`config.mk`:
```
export PLATFORM = sky130hd
export DESIGN_NAME = fetch_stage
export DESIGN_NICKNAME = d
export VERILOG_FILES = /design/src/rtl/fetch_stage.sv
export SDC_FILE = /design/constraint.sdc
export NUM_CORES = 1
export LEC_CHECK = 0
export BUFFER_PORTS_ARGS = -buffer_cell sky130_fd_sc_hd__buf_4
export CAP_MARGIN = 20
export CORE_ASPECT_RATIO = 0.8
export CORE_UTILIZATION = 60
export CTS_CLUSTER_SIZE = 24
export DETAILED_ROUTE_END_ITERATION = 10
export PLACE_DENSITY = 0.84
export RECOVER_POWER = 50
export SYNTH_ARGS = -nofsm -noshare
export SYNTH_HDL_FRONTEND = slang
export SYNTH_SLANG_ARGS = --single-unit
export TNS_END_PERCENT = 10
```
`constraint.sdc`:
```
create_clock -name clk -period 5.1 [get_ports clk]
set_input_delay 1.02 -clock clk [delete_from_list [all_inputs] [get_ports clk]]
set_output_delay 1.02 -clock clk [all_outputs]
set_load 0.05 [all_outputs]
```
`src/rtl/fetch_stage.sv`:
```
// fetch_stage -- instruction fetch front end with a circular fetch queue.
//
// Fetches one word per cycle from a combinational instruction memory at the
// internal fetch PC (fpc) and buffers {pc, instr} pairs in a DEPTH-entry FIFO.
// Decode consumes the head entry with a valid/ready handshake. A redirect from
// EX flushes the queue and restarts fetch at the word-aligned target.
//
// Parameters:
//   DEPTH     queue entries (2, 4 or 8)
//   RESET_PC  fetch address after reset
//
// Ports:
//   clk, rst          clock, synchronous active-high reset
//   imem_addr         instruction-memory read address (= fpc)
//   imem_rdata        instruction word at imem_addr, same cycle
//   redirect          taken branch/jump, flushes the queue
//   redirect_pc       redirect target
//   dec_ready         decode accepts the head entry
//   dec_valid         head entry valid
//   dec_instr         head instruction
//   dec_pc            head PC
//   dec_pc_plus4      dec_pc + 4 (mod 2^32)
//
// Optional feature (macro FETCH_PERF_CNT_EN): adds saturating 32-bit
// counters fetch_cnt (pushes), stall_cnt (dec_valid && !dec_ready cycles)
// and flush_cnt (redirects).
module fetch_stage #(
  parameter int unsigned DEPTH    = 4,
  parameter logic [31:0] RESET_PC = 32'h0000_0000
) (
  input  logic        clk,
  input  logic        rst,
  output logic [31:0] imem_addr,
  input  logic [31:0] imem_rdata,
  input  logic        redirect,
  input  logic [31:0] redirect_pc,
  input  logic        dec_ready,
  output logic        dec_valid,
  output logic [31:0] dec_instr,
  output logic [31:0] dec_pc,
  output logic [31:0] dec_pc_plus4
`ifdef FETCH_PERF_CNT_EN
  ,
  output logic [31:0] fetch_cnt,
  output logic [31:0] stall_cnt,
  output logic [31:0] flush_cnt
`endif
);

  localparam int unsigned PW   = (DEPTH > 1) ? $clog2(DEPTH) : 1;
  localparam logic [PW:0] FULL = (PW + 1)'(DEPTH);

  logic [31:0]   fpc;
  logic [PW-1:0] wr_ptr;
  logic [PW-1:0] rd_ptr;
  logic [PW:0]   count;
  logic [31:0]   q_pc    [DEPTH];
  logic [31:0]   q_instr [DEPTH];
  logic          push;
  logic          pop;

  assign imem_addr = fpc;
  assign dec_valid = (count != '0);
  assign pop       = dec_valid && dec_ready;
  // A full queue can still accept a word when the head leaves this cycle.
  assign push      = !redirect && ((count < FULL) || pop);

  // ---- fetch -> queue boundary ----
  // Control state: reset and redirect both restart fetch with an empty queue.
  // Pointers wrap naturally because DEPTH is a power of two.
  always_ff @(posedge clk) begin
    if (rst) begin
      fpc    <= RESET_PC;
      wr_ptr <= '0;
      rd_ptr <= '0;
      count  <= '0;
    end else if (redirect) begin
      fpc    <= {redirect_pc[31:2], 2'b00};
      wr_ptr <= '0;
      rd_ptr <= '0;
      count  <= '0;
    end else begin
      if (push) begin
        fpc    <= fpc + 32'd4;
        wr_ptr <= wr_ptr + 1'b1;
      end
      if (pop) begin
        rd_ptr <= rd_ptr + 1'b1;
      end
      case ({push, pop})
        2'b10:   count <= count + 1'b1;
        2'b01:   count <= count - 1'b1;
        default: count <= count;
      endcase
    end
  end

  // Queue storage carries data only and is never cleared.
  always_ff @(posedge clk) begin
    if (push && !rst) begin
      q_pc[wr_ptr]    <= fpc;
      q_instr[wr_ptr] <= imem_rdata;
    end
  end

  // ---- queue -> decode boundary ----
  assign dec_pc       = q_pc[rd_ptr];
  assign dec_instr    = q_instr[rd_ptr];
  assign dec_pc_plus4 = dec_pc + 32'd4;

`ifdef FETCH_PERF_CNT_EN
  function automatic logic [31:0] sat_inc(input logic [31:0] v);
    return (v == 32'hFFFF_FFFF) ? v : v + 32'd1;
  endfunction

  always_ff @(posedge clk) begin
    if (rst) begin
      fetch_cnt <= '0;
      stall_cnt <= '0;
      flush_cnt <= '0;
    end else begin
      if (push)                   fetch_cnt <= sat_inc(fetch_cnt);
      if (dec_valid && !dec_ready) stall_cnt <= sat_inc(stall_cnt);
      if (redirect)               flush_cnt <= sat_inc(flush_cnt);
    end
  end
`endif

endmodule

```
==> qor.yml <==
run_status:
  status: "complete, but fails checks"
  violations: "max-capacitance violations, max-slew violations"
global_route:
  grt_pass1_vias: 6957
  grt_max_degree: 51
  grt_use_total_pct: 25.70
  grt_busiest_layer: "met2"
  grt_use_met1_pct: 34.38
  antenna_found_initial: 0
  grt_use_met3_pct: 4.988
  grt_first_pass_wirelength_mm: 38.53
  grt_use_met2_pct: 42.31
  grt.overflow.total: 0
drt:
  dr_total_vias: 6892
  ant_nets: 0
  firstDrtPassIters: 4
  routed_wl_mm: 25.34
  wl_per_cell_um: 22.15
  vias_per_cell: 6.024
  route.detailed.drc: 0
  dr.first_iter.drc_count: 493
sta:
  finalSetupTns_ns: 0
  period_share_pct: 90.79
  worst_pin_slew_ns: 1.797
  post-route-min-period_ns: 4.630
  relSlewSlack_pct: -19.78
  setup_viol: 0
  timing.final.ws_setup_ns: 0.4697
  slew_viol_final: 45
  rsz0062_at_grt: "no"
  hold_violations: 0
  fmax_mhz: 216.0
  fin_skew_ns: 0.01795
logic_synthesis:
  netlist_top_cells_count: "248 x edfxtp_1, 62 x mux4_2, 43 x nor2_1"
  synth_area_um2: 11700
  yosys.area.top_type: "edfxtp_1"
  yosys_warnings: 0
  async_flop_share_pct: 0
  synth_top_area_share_pct: 63.65
  synth-main-ff-cell: "edfxtp_1"
  ys_seq_elements: 287
  synth_edf_count: 248
  synth_area_leaders: "edfxtp_1 64%, mux4_2 12%, dfxtp_1 6.7%, xnor2_1 2.3%, xor2_1 1.6%"
  yosysMostFrequentCell: "edfxtp_1"
  syn_area_per_cell_um2: 17.38
  synthDistinctLibCells: 50
  synth_cells: 673
  seq_area_frac_synth_pct: 70.32
floorplan:
  start_util_pct: 61.48
  io_pins: 197
  die_h_um: 126.9
  design.core.area_um2: 19030
  fp-row-count: 45
  dieArea_um2: 20070
  die_w_um: 158.1
worst_setup_path:
  required_ns: 4.08
  critPathBufInv: 2
  startpoint_type: "flop"
  path_common_cell: "buf_4"
  cp.arrival_ns: 3.61
  worstPathCellList: "buf_4, mux4_2, and4_4, nand4_2, nor3_1, xor2_1, buf_4"
  critPathMaxFanout: 34
  critPathTopFamily: "simple AND/OR/NAND/NOR gates"
  critPathMaxStageDelay_ns: 0.94
  slowest_stage: "dfxtp_2"
  cp-end-kind: "output pin"
  worstSetupPathType: "reg2out"
final_layout:
  fin_nets: 942
  drive_gt1_share_pct: 30.47
  diodes: 0
  instances_no_fill: 1144
  syn_to_final_growth_pct: 19.15
power:
  vdd_drop_max_uv: 209.0
  finalPower_mw: 4.980
  powerDensity_nw_per_um2: 357.2
  leakage_nw: 4.761
hold_path:
  hp-class: "reg2reg"
clock_tree:
  cts_setup_buffers: 0
  numCtsBuffers: 27
  cts_hold_buf: 0
  cts_tree: "yes"
  clkTransAtPathRegs_ns: 0.06
  cts.sinks: 287
  cts_resized: 0
  cts.path.max_buffers: 3
  htreeDepth: 1
  clockRootBuffer: "clkbuf_16"
  clock_latency_ns: 0.53
placed_design:
  numPortBuffers: 188
  gp_congestion: 0.8710
  pre_cts_ws_ns: 1.086
  place_hpwl_mm: 16.45
  dp_cells: 1095
run:
  drv_cap: 1
flip-flops by register name, indices dropped and copies added (netlist names), named ones only:
signal     cells
wr_ptr         2
count          3
q_instr      128
q_pc         120
rd_ptr         2
imem_addr     30
report_power, final:
part | switching (mW) | internal (mW) | leakage, nW
logic | 0.362 | 0.163 | 1.79
registers | 0.0609 | 2.61 | 2.58
clock network | 0.795 | 0.984 | 0.390
total | 1.22 | 3.76 | 4.76
metrics by stage:
| stage | hold WS, ns | area, um^2 | utilization (%) |
|---|---|---|---|
| floorplan | 0.4666 | 11720 | - |
| global placement | 0.4770 | 13310 | 69.94 |
| detailed placement | 0.5157 | 13310 | 69.94 |
| CTS | 0.5412 | 14090 | 74.05 |
| global route | 0.5796 | 13940 | 73.25 |
| finish | 0.5345 | 13940 | 73.25 |
metal layers:
layer	vias up	part of all wire, %
li1	3024	-
met1	3447	39
met2	372	50
met3	49	8.2
met4	0	3.0
met5	-	0
logic make-up after synthesis:
kind of cell    synth area share (%)
compound gates                 2.716
buf+inv                        2.652
flops                          70.32
simple gates                   7.357
fa+ha+maj                     0.9197
mux                            12.11
other cells                  0.03205
xor+xnor                       3.893
path summary, 6_finish.rpt:
kind	start	cells after the start	to	slack, ns
worst max-delay path	flop	7	dec_pc_plus4[27]	0.47
worst min-delay path	rd_ptr[1]	2	flop	0.53
worst max register to register	count[2]	3	q_instr[2][20]	2.07
worst min register to register	rd_ptr[1]	2	flop	0.53
cell usage in the layout (no fill, tap or decap), types with 10 or more instances in the layout:
cell type	netlist	routed
xnor2_1	31	31
edfxtp_1	248	248
nand3_1	11	11
mux4_2	62	62
clkbuf_1	15	45
nand2_1	26	26
nand4_1	10	10
inv_1	23	23
a211oi_1	15	15
nor3_1	13	13
xor2_1	21	21
dfxtp_1	39	37
clkbuf_16	0	27
buf_4	8	157
nor2_1	43	43
worst min-delay path: cells and delay by family, from the launching register on:
kind	cells	cell delay, ns
and+or+nand+nor	1	0.10
xor gates and xnor gates	1	0.06
DFF	1	0.32
final cells by class:
| type | count | area (um^2) |
|---|---|---|
| clock buffer | 34 | 711.9 |
| tap | 258 | 322.8 |
| timing repair buffer | 197 | 1333 |
| sequential | 287 | 8233 |
| fill | 1163 | 5090 |
| inverter | 24 | 90.09 |
| clock inverter | 15 | 70.07 |
| multi-input combinational | 329 | 3181 |
Note: power is estimated with default switching activity, not from simulation.
